--- src/rtl/apb_slave_pkg.sv ---
// apb_slave_pkg: shared FSM states, decode error causes and address helpers for the APB register slave.
package apb_slave_pkg;
  typedef enum logic [1:0] {ST_IDLE, ST_WAIT, ST_READY} state_t;
  typedef enum logic [1:0] {ERR_NONE, ERR_ALIGN, ERR_RANGE, ERR_RO} err_t;
  localparam logic [31:0] ID_VALUE_DEFAULT = 32'hA0B0_0001;
  // Below-base is checked before the offset so the subtraction can never wrap into range.
  function automatic err_t decode(input logic [31:0] addr, input logic [31:0] base,
                                  input int unsigned num, input logic wr);
    logic [31:0] off;
    off = addr - base;
    if (addr[1:0] != 2'b00) return ERR_ALIGN;
    if (addr < base || (off >> 2) >= num) return ERR_RANGE;
    return (wr && off[31:2] == 30'd0) ? ERR_RO : ERR_NONE;
  endfunction
  function automatic logic [7:0] word_index(input logic [31:0] addr, input logic [31:0] base);
    logic [31:0] off;
    off = addr - base;
    return off[9:2];
  endfunction
endpackage

--- src/rtl/apb_regbank.sv ---
// apb_regbank: NUM_REGS x 32 register storage with one write port and one combinational read port.
module apb_regbank #(
  parameter int N  = 8,
  parameter int IW = 3
) (
  input  logic          clk,
  input  logic          rst,
  input  logic          we,
  input  logic [IW-1:0] waddr,
  input  logic [31:0]   wdata,
  input  logic [IW-1:0] raddr,
  output logic [31:0]   rdata
);
  logic [31:0] mem [N];
  always_ff @(posedge clk)
    if (rst) for (int i = 0; i < N; i++) mem[i] <= '0;
    else if (we) mem[waddr] <= wdata;
  assign rdata = mem[raddr];
endmodule

--- src/rtl/apb_slave_regfile.sv ---
// apb_slave_regfile: APB responder with a word register bank, programmable wait states and error reporting.
module apb_slave_regfile import apb_slave_pkg::*; #(
  parameter logic [31:0] BASE_ADDR   = 32'h0000_0000,
  parameter int          NUM_REGS    = 8,
  parameter int          WAIT_CYCLES = 0,
  parameter logic [31:0] ID_VALUE    = ID_VALUE_DEFAULT
) (
  input  logic        Hclk,
  input  logic        Hresetin,
  input  logic        Psel,
  input  logic        Penable,
  input  logic        Pwrite,
  input  logic [31:0] Paddr,
  input  logic [31:0] Pwdata,
  output logic [31:0] Prdata,
  output logic        Pready,
  output logic        Pslverr,
  output logic [7:0]  err_count
);
  localparam int IW = $clog2(NUM_REGS);
  state_t state, state_n;
  logic [3:0] cnt;
  logic [31:0] addr_q, wdata_q, rdata;
  logic write_q;
  logic setup, access, write_d, we;
  logic [31:0] addr_d;
  logic [IW-1:0] idx_d;
  err_t err_d;
  // In idle the live bus is decoded so a zero-wait setup can load Prdata on the same edge.
  assign setup   = Psel & ~Penable;
  assign access  = Psel & Penable;
  assign addr_d  = (state == ST_IDLE) ? Paddr : addr_q;
  assign write_d = (state == ST_IDLE) ? Pwrite : write_q;
  assign err_d   = decode(addr_d, BASE_ADDR, NUM_REGS, write_d);
  assign idx_d   = IW'(word_index(addr_d, BASE_ADDR));
  assign Pready  = (state == ST_READY);
  assign we      = Pready & access & write_q & ~Pslverr;
  always_comb begin
    state_n = state;
    unique case (state)
      ST_IDLE:  if (setup) state_n = (WAIT_CYCLES == 0) ? ST_READY : ST_WAIT;
      ST_WAIT:  state_n = !Psel ? ST_IDLE : (access && cnt == 4'd1) ? ST_READY : ST_WAIT;
      ST_READY: state_n = ST_IDLE;
      default:  state_n = ST_IDLE;
    endcase
  end
  always_ff @(posedge Hclk)
    if (Hresetin) begin
      state     <= ST_IDLE;
      cnt       <= '0;
      addr_q    <= '0;
      wdata_q   <= '0;
      write_q   <= 1'b0;
      Prdata    <= '0;
      Pslverr   <= 1'b0;
      err_count <= '0;
    end else begin
      state <= state_n;
      if (state == ST_IDLE && setup) begin
        addr_q  <= Paddr;
        write_q <= Pwrite;
        wdata_q <= Pwdata;
        cnt     <= 4'(WAIT_CYCLES);
      end else if (state == ST_WAIT && access) cnt <= cnt - 4'd1;
      if (state_n == ST_READY && state != ST_READY) begin
        Prdata  <= (err_d != ERR_NONE) ? '0 : (idx_d == '0) ? ID_VALUE : rdata;
        Pslverr <= (err_d != ERR_NONE);
      end else if (state_n != ST_READY) Pslverr <= 1'b0;
      if (Pready && access && Pslverr && err_count != 8'hFF) err_count <= err_count + 8'd1;
    end
  apb_regbank #(.N(NUM_REGS), .IW(IW)) u_bank (
    .clk(Hclk), .rst(Hresetin), .we(we), .waddr(idx_d), .wdata(wdata_q), .raddr(idx_d), .rdata(rdata)
  );
endmodule

--- config.mk ---
export PLATFORM = sky130hd
export DESIGN_NAME = apb_slave_regfile
export DESIGN_NICKNAME = d
export VERILOG_FILES = /design/src/rtl/apb_slave_pkg.sv /design/src/rtl/apb_regbank.sv /design/src/rtl/apb_slave_regfile.sv
export SDC_FILE = /design/constraint.sdc
export NUM_CORES = 1
export LEC_CHECK = 0
export BUFFER_PORTS_ARGS = -buffer_cell sky130_fd_sc_hd__buf_2
export CAP_MARGIN = 10
export CORE_UTILIZATION = 30
export CTS_CLUSTER_DIAMETER = 100
export CTS_CLUSTER_SIZE = 16
export DETAILED_ROUTE_END_ITERATION = 7
export PLACE_DENSITY_LB_ADDON = 0.15
export SYNTH_ARGS = -nofsm -noshare
export SYNTH_HDL_FRONTEND = slang
export SYNTH_HIERARCHICAL = 1
export SYNTH_SLANG_ARGS = --single-unit
--- constraint.sdc ---
create_clock -name Hclk -period 4.4 [get_ports Hclk]
set_input_delay 0.22 -clock Hclk [delete_from_list [all_inputs] [get_ports Hclk]]
set_output_delay 0.22 -clock Hclk [all_outputs]
set_load 0.01 [all_outputs]
; ---- Yosys cells after proc, flatten, opt, wreduce, memory -nomap -nowiden
; Memory sizes are Yosys's and may differ from the RTL's.
; Cells that the tools add are included.
[totals]
reg_bits = 112
mem_bits_rw = 256
inputBits = 69
out_inout_bits = 42
word_cells = 70
memories = 1
[op_classes]
add_sub_neg = 2
n_lt_le_gt_ge = 2
eq_ne = 7
mux = 26
bitwise = 7
n_reduce_logical = 17
[mem_list]
columns = name, depth, width, read_ports, rd_ports_with_merged_regs, wr, line_no
row1 = u_bank.mem, 8, 32, 1, 0, 8, apb_regbank.sv:14  ; logic [31:0] mem [N];
[op_table]
columns = op, count
row1 = two-way mux 32 bit, 4
row2 = < comparator 32 x 1 -> 1 bit (second input constant), 1
row3 = OR reduction 32 bit, 1
row4 = >= comparator 30 x 4 -> 1 bit (second input constant), 1
row5 = zero test 30 bit, 1
row6 = two-way mux 2 bit, 8
row7 = two-way mux 1 bit, 12
row8 = adder 8 x 1 -> 8 bit (second input constant), 1
row9 = logical AND 1 bit, 8
row10 = != test 8 bit (second input constant), 1
row11 = nonzero test 2 bit, 3
row12 = bitwise AND 1 bit, 5
row13 = equality test 2 bit (second input constant), 2
row14 = equality test 4 x 1 -> 1 bit (second input constant), 1
row15 = != test 2 bit (second input constant), 2
row16 = case mux 2 bit (2 select lines), 1
row17 = subtractor 4 x 1 -> 4 bit (second input constant), 1
row18 = zero test 3 bit, 1
row19 = two-way mux 3 bit, 1
row20 = equality test 2 x 1 -> 1 bit (second input constant), 1
row21 = zero test 2 bit, 1
row22 = inverter 1 bit, 2
row23 = OR reduction 2 bit, 1
row24 = logical OR 1 bit, 1

; ---- Depth between registers and ports, before layout
[logic_depth]
depth_word = 10
ltp_mapped = 9
depth_no_buf = 7

; ---- Modules after synthesis
; Netlist, hierarchy kept.
[by_module_without_submodules]
columns = module, n_inst, cells_each, area_each_um2
row1 = apb_regbank, 1, 729, 11641.2
row2 = apb_slave_regfile, 1, 530, 4396.7

; ---- Worst setup path after synthesis
; Ideal clock, no wire load.
[synth_timing]
path_kind = register to register
startpoint = register state[1]
endpoint = memory u_bank.mem[0][0], enable pin
arrival_time_ns = 3.389
required_ns = 3.972
setup_slack_ns = 0.583
path_stages_with_launch = 9
path_buffers = 3
cell_sequence = dfxtp_1 -> nor2_2 -> mux2i_1 -> inv_1 -> or3b_1 -> clkbuf_1 -> buf_6 -> buf_6 -> o21bai_1
[synth_lines]
columns = element, line_no
row1 = start: declaration, apb_slave_regfile.sv:21  ; state_t state, state_n;
row2 = start signal: assignment, apb_slave_regfile.sv:58  ; state <= state_n;
row3 = end: declaration, apb_regbank.sv:14

; ---- Final worst setup path
[layout_timing]
startpoint = register state[1]
endpoint = register Prdata[29]
[layout_lines]
columns = element, line_no
row1 = zero test 2 bit, apb_slave_regfile.sv:32  ; assign addr_d = (state == ST_IDLE) ? Paddr : addr_q;
row2 = two-way mux 32 bit, apb_slave_regfile.sv:32
row3 = via addr_d[2], apb_slave_regfile.sv:26  ; logic [31:0] addr_d;
row4 = memory (8 x 32 bit), --
row5 = via rdata[29], apb_slave_regfile.sv:23  ; logic [31:0] addr_q, wdata_q, rdata;
row6 = two-way mux 32 bit (2 in series), apb_slave_regfile.sv:66  ; Prdata <= (err_d != ERR_NONE) ? '0 : (idx_d == '0) ? ID_VALUE : rdata;
row7 = end signal: assignment, apb_slave_regfile.sv:66
row8 = end: declaration, apb_slave_regfile.sv:15  ; output logic [31:0] Prdata,
; The timed path passes the listed nets, and every way through them passes these cells. The select of a mux whose other input is x is not followed.
; A chain may end at the register's enable or synchronous reset.

==> summary.md <==
| Metric | Value |
|---|---|
| CP Launch Type | flip-flop |
| Maxcap violations | 0 |
| Psw | 0.00162 W |
| Post-cts sizing count | 0 |
| Starting Density | 30.5% |
| Clock Power Share | 34.3% |
| Worst hold slack | 106 ps |
| Skew-Pair Late Insertion Delay | 560 ps |
| Ys flop type | edfxtp_1 |
| P_int | 0.00520 W |
| Crit Path Max Fanout | 41 |
| Synthesized area | 16000 um2 |
| Largest net degree at the start of global routing | 89 |
| Final Cycle Share | 74.1% |
| Nature of the critical path endpoint | flip-flop |
| Number of port buffers | 110 |
| Ys async rst share | 0% |
| Register area | 9930 um2 |
| Yosys warning count | 6 |
| Total GRT Usage | 16.4% |
| Seq cells post-synth | 368 |
| Total core area | 52700 um2 |
| Vias in the first global route | 10.7k |
| Final WL | 44.2 mm |
| Largest area contributor in the netlist | edfxtp_1 |
| Final Setup Violations | 0 |
| Share of the synthesized area in the top cell type | 47.9% |
| Worst-path clk slew | 80 ps |
| CTS Buf Count | 26 |
| Setup CP Type | reg -> reg |
| Crit path arrival time | 3690 ps |
| # IOs | 111 |
| DPL Wire Length | 25.7 mm |
| Layout cells sized above 1 | 20.0% |
| DIE WIDTH | 233 um |
| Pre-Repair DR Iteration Count | 5 |
| Routed length per instance | 21.1 um |
| Vias | 10.4k |
| Synth area leaders | edfxtp_1 (48%), dfxtp_1 (14%), nor3_1 (8.2%) |
| GR Overflow Total | 0 |
| Row count | 84 |
| Routability cong. | 0.710 |
| Sequential power share | 56.2% |
| Fmax | 307 MHz |
| Hold Path Class | in -> reg |
| Setup repair after global routing missed its margin | no |
| Switch share | 23.7% |
| Syn nets | 1331 |
| Area grow syn2layout | 16.7% |
| Final WS setup | 1140 ps |
| Total power | 0.00681 W |
| Initial antenna violation count | 0 |
| Gate power share | 9.5% |
| CP required | 4830 ps |
| Period minus WS final | 3260 ps |
| Buffer depth of the longest clock path | 3 |
| Final antenna-violating net count | 0 |
| Die Y | 233 um |
| Vias per cell | 4.98 |
| H-tree levels | 1 |
| Util after Layout | 35.6% |
| First-pass GRT wire length | 67.6 mm |
| Synth cell types | 50 |
| 1st-iter DRT viols | 645 |
| Setup_tns | 0 ps |
| DRC viols | 0 |
| Root Buffer | clkbuf_16 |
| Outcome | finished, final reports clean |
| Peak supply drop | 0.192 mV |
| Number of synthesized flops with an enable pin | 256 |
| Slew headroom | 25.7% |
| Fillers | 5195 |
| Final hold vios | 0 |
| Nets@finish | 1457 |
| DIE AREA | 54400 um2 |
| Multi-input gate area | 5530 um2 |
| Pwr per Cell Area | 364 nW/um2 |
| Dpl ws | 1100 ps |
| Antenna Cells | 0 |
| Worst slew pin tran | 1110 ps |
| Max-slew violations | 0 |
| Post-synthesis sequential area ratio | 61.9% |
| CTS tree | built |
| Syn avg cell area | 12.7 um2 |
| Synth Instances | 1259 |
| CTS sink count | 368 |
| Static Leak | 6.38 nW |
| Worst Clk Skew | 17.8 ps |
[routing by layer]
metal  up-vias  global-route usage [%]  wire length [um]  part of all wire [%]
met5         -                       0                 0                     0
met4         0                    3.23               600                   1.4
met3        34                    2.22              1850                   4.2
met2       199                    25.8             20300                    46
met1      5238                    24.0             21400                    48
li1       4954                       -                 -                     -
[stage by stage]
| step | cells | area, um2 |
|---|---|---|
| floorplan | 1259 | 16000 |
| global placement | 1979 | 17300 |
| detailed placement | 1979 | 17300 |
| CTS | 2092 | 18700 |
| global route | 2092 | 18700 |
| finish | 2092 | 18700 |
[power groups by stage]
| stage | clock (W) | sequential [W] | combinational (W) |
|---|---|---|---|
| final | 0.00234 | 0.00383 | 0.000649 |
| after CTS | 0.00243 | 0.00383 | 0.000664 |
| after global routing | 0.00255 | 0.00384 | 0.000702 |
| after global placement | 0 | 0.00391 | 0.000614 |
| after detailed placement | 0 | 0.00391 | 0.000617 |
| after floorplan | 0 | 0.00389 | 0.000393 |
[registers in the layout, indices dropped and copies added (netlist names)]
name        cells
u_bank/mem    256
Prdata         32
addr_q         32
wdata_q        32
err_count       8
cnt             4
state           2
Pslverr         1
write_q         1
[layout by cell type (no fill, tap or decap), types with 2 or more instances in the layout]
cell type	netlist	final
nor3_1	263	263
nand2_1	170	169
o21ai_0	11	11
a21oi_1	68	67
xor2_1	5	5
clkinv_1	32	32
buf_12	1	6
o21ai_2	30	30
nor4_1	11	11
mux2_2	10	9
o21bai_4	0	8
clkbuf_16	0	27
nand4_1	5	5
nand3_1	29	29
nand3b_1	2	2
buf_4	0	26
inv_1	3	2
or4_1	4	4
nand2b_2	0	2
buf_2	13	109
ha_1	3	3
mux4_2	28	28
dlygate4sd3_1	0	66
dfxtp_1	112	112
or3_1	2	2
nor2b_1	4	4
mux2i_1	3	3
edfxtp_1	256	256
nor2_1	8	8
nand2_2	1	2
mux4_1	36	36
mux2_4	24	25
clkbuf_1	61	20
xnor2_1	3	3
[logic make-up (layout without fill, tap and decap cells)]
kind of cell    Yosys count  after routing  synth area share [%]
simple gates            514            514                  15.2
flops                   368            368                  61.9
buf+inv                 144            289                  4.42
compound gates          121            121                  4.81
mux                     101            101                  13.0
xor+xnor                  8              8                 0.437
fa+ha+maj                 3              3                 0.234
[area by class of cell]
cell class	instances	area share (%)
flip-flops and latches	368	53.0
multi-input cells	747	29.5
repair buffers	207	8.13
well taps	688	4.60
clock buffers	47	4.01
inverters	35	0.708
[repair_timing]
action	in CTS	in global routing
endpoints found under the hold margin	66	0
buffers inserted	0	0
hold buffers	66	0
[critical path, cell delays in order, from the launching register on]
cell	delay, ps
dfxtp_1	390
nor2_2	390
mux2i_1	220
clkinv_2	170
buf_4	690
mux4_1	650
mux2_4	260
o21ai_0	250
o21ai_2	70
[cell usage after synthesis (3+ instances only)]
library cell / n
nor2_1: 8
o21ai_2: 30
o21ai_0: 11
xnor2_1: 3
nand4_1: 5
clkinv_1: 32
nand3_1: 29
xor2_1: 5
mux2_2: 10
mux4_2: 28
or4_1: 4
nor3_1: 263
mux2_4: 24
nor2b_1: 4
dfxtp_1: 112
a21oi_1: 68
nand2_1: 170
o21bai_1: 8
edfxtp_1: 256
ha_1: 3
mux2i_1: 3
buf_1: 15
clkbuf_1: 61
nor4_1: 11
mux4_1: 36
buf_2: 13
inv_1: 3
buf_6: 18
[worst paths after layout]
check	startpoint	cells past startpoint	slack [ps]	to
worst max-delay path	state[1]$_SDFF_PP0_	8	1140	Prdata[29]$_SDFFE_PP0P_
worst min register to register	Prdata[28]$_SDFFE_PP0P_	2	450	Prdata[28]$_SDFFE_PP0P_
worst min-delay path	Penable	4	110	state[0]$_SDFF_PP0_
worst max register to register	state[1]$_SDFF_PP0_	8	1140	Prdata[29]$_SDFFE_PP0P_
(Power assumes the default switching activity.)
